[src/rtl/mem_arbiter.sv]
// -----------------------------------------------------------------------------
// mem_arbiter
//
// Shares a single-ported synchronous memory between an instruction-fetch
// requester and a data (load/store) requester. One transaction is in flight
// at a time; it walks IDLE -> ISSUE -> (WAIT) -> DONE -> IDLE. Data requests
// win ties, but once data has been granted STARVE_MAX times in a row while
// fetch was waiting, the next tie goes to fetch.
//
// Parameters
//   ADDR_W      word-address width
//   LAT         memory read latency in cycles (1..7)
//   STARVE_MAX  consecutive data grants tolerated while fetch waits (1..15)
//
// Ports
//   clk, reset            clock and synchronous active-high reset
//   if_req/if_addr        fetch request and address (held until if_ack)
//   if_ack/if_rdata       fetch completion pulse and fetched word
//   d_req/d_we/d_addr/d_wdata  data request, direction, address, store data
//   d_ack/d_rdata         data completion pulse and load data
//   mem_en/mem_we/mem_addr/mem_wdata  memory command (one cycle in ISSUE)
//   mem_rdata             memory read data, valid LAT cycles after mem_en
//   busy                  high whenever a transaction is in progress
// -----------------------------------------------------------------------------
module mem_arbiter #(
    parameter int ADDR_W     = 5,
    parameter int LAT        = 2,
    parameter int STARVE_MAX = 4
) (
    input  logic              clk,
    input  logic              reset,
    input  logic              if_req,
    input  logic [ADDR_W-1:0] if_addr,
    output logic              if_ack,
    output logic [31:0]       if_rdata,
    input  logic              d_req,
    input  logic              d_we,
    input  logic [ADDR_W-1:0] d_addr,
    input  logic [31:0]       d_wdata,
    output logic              d_ack,
    output logic [31:0]       d_rdata,
    output logic              mem_en,
    output logic              mem_we,
    output logic [ADDR_W-1:0] mem_addr,
    output logic [31:0]       mem_wdata,
    input  logic [31:0]       mem_rdata,
    output logic              busy
);

    typedef enum logic [1:0] {
        IDLE,
        ISSUE,
        WAIT,
        DONE
    } state_t;

    localparam logic [3:0] STARVE_LIM = 4'(STARVE_MAX);
    localparam logic [2:0] WAIT_LOAD  = 3'(LAT - 1);

    state_t            state;
    state_t            state_next;
    logic              grant_data;
    logic              win_data;
    logic              lat_we;
    logic [ADDR_W-1:0] lat_addr;
    logic [31:0]       lat_wdata;
    logic [3:0]        streak;
    logic [2:0]        wait_cnt;

    // Arbitration: data wins unless fetch has been starved long enough.
    always_comb begin
        grant_data = d_req && !(if_req && (streak == STARVE_LIM));
    end

    // State register.
    always_ff @(posedge clk) begin
        if (reset) begin
            state <= IDLE;
        end else begin
            state <= state_next;
        end
    end

    // Next-state logic. Stores skip WAIT because nothing comes back.
    always_comb begin
        state_next = state;
        case (state)
            IDLE:    if (if_req || d_req) state_next = ISSUE;
            ISSUE:   state_next = (win_data && lat_we) ? DONE : WAIT;
            WAIT:    if (wait_cnt == 3'd0) state_next = DONE;
            DONE:    state_next = IDLE;
            default: state_next = IDLE;
        endcase
    end

    // Request latching, starvation tracking, latency counting and read-data
    // capture. A reset mid-transaction simply drops everything, so the
    // returning memory word is never captured.
    always_ff @(posedge clk) begin
        if (reset) begin
            win_data  <= 1'b0;
            lat_we    <= 1'b0;
            lat_addr  <= '0;
            lat_wdata <= '0;
            streak    <= 4'd0;
            wait_cnt  <= 3'd0;
            if_rdata  <= 32'd0;
            d_rdata   <= 32'd0;
        end else begin
            case (state)
                IDLE: begin
                    if (if_req || d_req) begin
                        win_data <= grant_data;
                        if (grant_data) begin
                            lat_we    <= d_we;
                            lat_addr  <= d_addr;
                            lat_wdata <= d_wdata;
                            if (if_req && (streak < STARVE_LIM)) begin
                                streak <= streak + 4'd1;
                            end
                        end else begin
                            lat_we    <= 1'b0;
                            lat_addr  <= if_addr;
                            lat_wdata <= 32'd0;
                            streak    <= 4'd0;
                        end
                    end
                end
                ISSUE: begin
                    wait_cnt <= WAIT_LOAD;
                end
                WAIT: begin
                    if (wait_cnt == 3'd0) begin
                        if (win_data) begin
                            d_rdata <= mem_rdata;
                        end else begin
                            if_rdata <= mem_rdata;
                        end
                    end else begin
                        wait_cnt <= wait_cnt - 3'd1;
                    end
                end
                default: begin
                end
            endcase
        end
    end

    // Outputs decoded from registered state and latched request fields.
    assign mem_en    = (state == ISSUE);
    assign mem_we    = (state == ISSUE) && lat_we;
    assign mem_addr  = lat_addr;
    assign mem_wdata = lat_wdata;
    assign if_ack    = (state == DONE) && !win_data;
    assign d_ack     = (state == DONE) && win_data;
    assign busy      = (state != IDLE);

endmodule

[config.mk]
export PLATFORM = sky130hd
export DESIGN_NAME = mem_arbiter
export DESIGN_NICKNAME = d
export VERILOG_FILES = /design/src/rtl/mem_arbiter.sv
export SDC_FILE = /design/constraint.sdc
export NUM_CORES = 1
export LEC_CHECK = 0
export CAP_MARGIN = 20
export CORE_MARGIN = 3
export CORE_UTILIZATION = 43
export CTS_BUF_LIST = sky130_fd_sc_hd__clkbuf_8
export CTS_CLUSTER_DIAMETER = 50
export CTS_CLUSTER_SIZE = 14
export DETAILED_ROUTE_END_ITERATION = 10
export PLACE_DENSITY = 0.83
export SYNTH_ARGS = -nofsm -noshare
export SYNTH_HDL_FRONTEND = slang
export SYNTH_SLANG_ARGS = --single-unit
[constraint.sdc]
create_clock -name clk -period 2.1 [get_ports clk]
set_input_delay 0.315 -clock clk [delete_from_list [all_inputs] [get_ports clk]]
set_output_delay 0.315 -clock clk [all_outputs]
set_load 0.05 [all_outputs]
; Word-level counts from Yosys, hierarchy flattened
; Index checks and enable logic that the tools add are counted.
[totals]
register_bits = 112
input_bits = 79
out_inout_bits = 106
elab_cells = 52
[op_classes]
addsub = 2
n_lt_le_gt_ge = 1
n_eq_ne = 8
mux = 11
bitwise_logic = 1
reduce_logical = 20
[ops]
columns = cell, count
row1 = 2-to-1 mux 32 bit, 1
row2 = AND reduction 3 bit, 3
row3 = 2-to-1 mux 4 bit, 2
row4 = one-hot mux 2 bit (4 select lines), 1
row5 = logical AND 1 bit, 7
row6 = "!= test 2 bit, second input constant", 3
row7 = one-hot mux 3 bit (2 select lines), 1
row8 = AND reduction 2 bit, 3
row9 = 2-to-1 mux 5 bit, 1
row10 = "adder 4 x 1 -> 4 bit, second input constant", 1
row11 = "equality test 2 bit, second input constant", 2
row12 = "equality test 4 x 3 -> 1 bit, second input constant", 1
row13 = "less-than comparator 4 x 3 -> 1 bit, second input constant", 1
row14 = 2-to-1 mux 2 bit, 2
row15 = nonzero test 2 bit, 2
row16 = logical NOT 3 bit, 1
row17 = 2-to-1 mux 3 bit, 1
row18 = "subtractor 3 x 1 -> 3 bit, second input constant", 1
row19 = "equality test 2 x 1 -> 1 bit, second input constant", 1
row20 = logical NOT 1 bit, 2
row21 = logical NOT 2 bit, 1
row22 = 2-to-1 mux 1 bit, 2
row23 = "!= test 2 x 1 -> 1 bit, second input constant", 1
row24 = logical OR 1 bit, 1
row25 = NOT 1 bit, 1

; Longest topological paths before layout
[depth]
ltp_word = 6
ltp_mapped = 8

; Worst setup path after synthesis
; OpenSTA, ideal clock, no wires.
[synth_path]
path_type = reg-to-reg
startpoint = register state[1]
endpoint = register state[0]
t_arrival_ns = 1.819
required_time_ns = 2.009
setup_slack_ns = 0.191
stages_incl_launch_ff = 6
n_path_buf = 0
synth_period_minus_slack_ns = 1.909
cell_sequence = dfxtp_1 > inv_1 > ha_1 > and2_1 > a211oi_1 > a311oi_1
[synth_rtl]
columns = item, line
row1 = start: declaration, 60  ; state_t state;
row2 = start signal: assignment, 80  ; state <= state_next;
row3 = equality test 2 x 1 -> 1 bit, n/a
row4 = named net mem_en, 42  ; output logic mem_en,
row5 = one-hot mux 2 bit (4 select lines), 87  ; case (state)
; The timed path passes the listed nets, and every way through them passes these cells.
; A chain may end at the register's enable or synchronous reset.

; Worst setup path after layout
[layout_path]
startpoint = register if_rdata[17]
endpoint = output if_rdata[17]
[layout_rtl]
columns = item, line
row1 = start: declaration, 35  ; output logic [31:0] if_rdata,
row2 = start signal: assignment, 137  ; if_rdata <= mem_rdata;
; No word-level cell between the ends.

==> impl_results.md <==
* Status: complete, no violations
* Max Cap Violations at 0
* Crit Path Category: reg2out
* Layout area overhead at 51.77%
* GRT overflow at 0
* Worst path cell trace: clkdlybuf4s50_1
* Switching Fraction at 0.4202
* Post-synth EDFFs at 0
* Tot GR Track Use at 0.2084
* Worst-path fanout max at 2
* PnR Total Power at 6.927 mW
* Worst-Skew Late Latency at 0.36 ns
* Starting density of the core at 0.4550
* DIE HEIGHT at 103.2 um
* Detailed Route WL at 11.40 mm
* Inserted Clock Buffers at 9
* Setup TNS at 0 ns
* Final Max Slew Viols at 0
* Crit end category: output pin
* Row count at 34
* Port Buf Inserts at 184
* Layout cell share with drive strength beyond 1 at 0.05521
* Vias per cell at 5.230
* Top-area cell type share of the netlist area at 0.5516
* Post-placement cell count at 727
* Worst-Margin Slew at 0.5498 ns
* Synth Warn # at 0
* Setup Viol. Count Final at 0
* Flip-flop and latch area at 2242 um^2
* P_sw at 2.911 mW
* RSZ-0062 raised after global routing: false
* Hold Crit Class: in2reg
* Die Wd at 103.2 um
* LEAKAGE at 2.221 nW
* Critical-path cell with the highest stage delay: clkdlybuf4s50_1
* Combinational Power Share at 0.450
* Multi-input logic area at 1644 um^2
* Fin crit period at 1.868 ns
* Hold endpoint: state[1]
* Seq cells post-synth at 112
* Core Area at 8934 um^2
* GP Congestion at 0.7770
* H-tree Lvls at 3
* Synth Area per Inst at 8.915 um^2
* Clock-pin transition on the worst setup and hold timing paths at 0.11 ns
* Antenna cells at 0
* CTS Buffer Depth at 2
* CP max stage delay at 0.83 ns
* Root Driver: clkbuf_8
* HPWL after DPL at 8.307 mm
* Post-synth ARST share at 0
* Worst vdd ir at 621.3 uV
* Seq/Total Area, Yosys at 0.5516
* First-pass GRT wire length at 17.76 mm
* CTS resizes at 0
* Min-delay src: reset
* R2R Path Start: state[0]
* Syn nets at 544
* Mapped Cells at 456
* Final period utilization at 0.8893
* DRT antenna net count at 0
* Die area at 10,660 um^2
* WP buf/inv at 1
* Startpoint Class: flip-flop
* Initial drt markers at 139
* FF-to-FF setup slack at 0.36 ns
* Crit path max-delay family: buffers and inverters
* Number of nets in the layout at 718
* Sequential power share at 0.385
* Mean routed wirelength per cell at 15.37 um
* Max Freq at 535.4 MHz
* Mapped Area at 4065 um^2
* Clock Power Share at 0.165
* Via count at 3,881
* WP data required at 1.78 ns
* Worst hold slack at 0.3991 ns
* Yosys cell types at 36
* Reg2reg path depth at 6
* Synth Flop Type: dfxtp_1
* Clk sinks at 112
* Worst EP arrival at 1.55 ns
* Clock Skew at 0.01508 ns
* PwrDens at 1123 nW/um^2
* Largest cells by area after synthesis: dfxtp_1 55%, nand2_1 12%, a21oi_1 8.5%, a22o_1 7.1%, ha_1 2.8%
* Largest net degree at the start of global routing at 56
* Initial antenna violation count at 0
* Leading area contributor after synthesis: dfxtp_1
* # Post-CTS Setup Buffers at 0
* Cts hold-fix bufs at 0
* Worst r2r dst: mem_wdata[3]
* DRC at 0
* Number of global-route vias before repair at 3,802
* Filler instances at 720
* Slew margin rel. at 0.6323
* Drt first pass iters at 4
* CTS tree: built
* Cell-internal power at 4.016 mW
* Post-Layout Cell Count at 742
* Worst Hold Depth at 2
* Top Ports at 185
* Hold Violations, Final at 0
-- state kept, by name (all words and copies together) (netlist names) --
signal	flops
win_data	1
mem_wdata	32
mem_addr	5
if_rdata	32
streak	4
lat_we	1
d_rdata	32
wait_cnt	3
state	2
-- placed cells by master (no fill, tap or decap), types with 3 or more instances in the layout --
master             n
and2_1             4
nand2b_1           3
a21oi_1           69
buf_4             10
dfxtp_1          112
inv_1              9
a31oi_1            6
clkbuf_8           9
ha_1               9
nand3_1            9
nand2_1          131
o21ai_0           14
buf_12             4
a22o_1            33
clkdlybuf4s50_1  178
clkinvlp_4         3
-- cell type report --
cell class                      count  share of cell area
Clock buffer                        9             0.02008
Clock inverter                      6            0.007301
Inverter                           10            0.006084
Multi-Input combinational cell    304              0.2665
Sequential cell                   112              0.3634
Tap cell                          108             0.02190
Timing Repair Buffer              193              0.3147
-- power groups by stage --
stage	registers, mW	clock network, mW	logic (mW)
finish	2.67	1.14	3.12
global route	2.71	1.25	3.33
CTS	2.67	1.17	3.13
detailed placement	2.71	0	3.13
global placement	2.70	0	3.06
floorplan	3.68	0	1.03
-- cell families after synthesis --
kind of cell | Yosys count | synth area share
adder cells (fa/ha/maj) | 9 | 0.02770
AND/OR/NAND/NOR | 164 | 0.1754
AO/OA/AOI/OAI | 131 | 0.2007
buffers and inverters | 40 | 0.04463
flip-flops | 112 | 0.5516
-- worst max path at each step --
stage            startpoint            end  slack [ns]  cells past startpoint
2_1_floorplan      state[1]       state[0]        0.19                      5
3_3_place_gp          d_req  mem_wdata[10]        0.25                      5
3_5_place_dp          d_req   mem_wdata[3]        0.19                      5
4_1_cts        mem_wdata[4]   mem_wdata[4]        0.20                      1
5_1_grt        mem_wdata[6]   mem_wdata[6]        0.16                      1
6_report       if_rdata[17]   if_rdata[17]        0.23                      1
-- layer usage --
metal | vias to the layer above | track usage | share of wire
met5 | - | 0 | 0
met4 | 0 | 0.07271 | 0.020
met3 | 21 | 0.08384 | 0.11
met2 | 174 | 0.3404 | 0.46
met1 | 1786 | 0.2498 | 0.41
li1 | 1900 | - | -
-- cells in the mapped netlist, drive strengths merged, types with 2 or more instances --
| cell | n |
|---|---|
| nand2 | 131 |
| dfxtp | 112 |
| a21oi | 69 |
| a22o | 33 |
| clkbuf | 19 |
| o21ai | 14 |
| buf | 11 |
| inv | 10 |
| ha | 9 |
| nand3 | 9 |
| a31oi | 6 |
| and2 | 4 |
| nand2b | 3 |
| nor2 | 3 |
| and3 | 2 |
| and3b | 2 |
| nor2b | 2 |
| o31ai | 2 |
-- through the flow --
| step | utilization | cell area [um^2] | worst slack, ns |
|---|---|---|---|
| 2_1_floorplan | - | 4065 | 0.1905 |
| 3_3_place_gp | 0.6717 | 6001 | 0.2510 |
| 6_report | 0.6906 | 6170 | 0.2324 |
| 5_1_grt | 0.6906 | 6170 | 0.1588 |
| 3_5_place_dp | 0.6717 | 6001 | 0.1943 |
| 4_1_cts | 0.6906 | 6170 | 0.1989 |
Note: power is estimated with default switching activity, not from simulation.
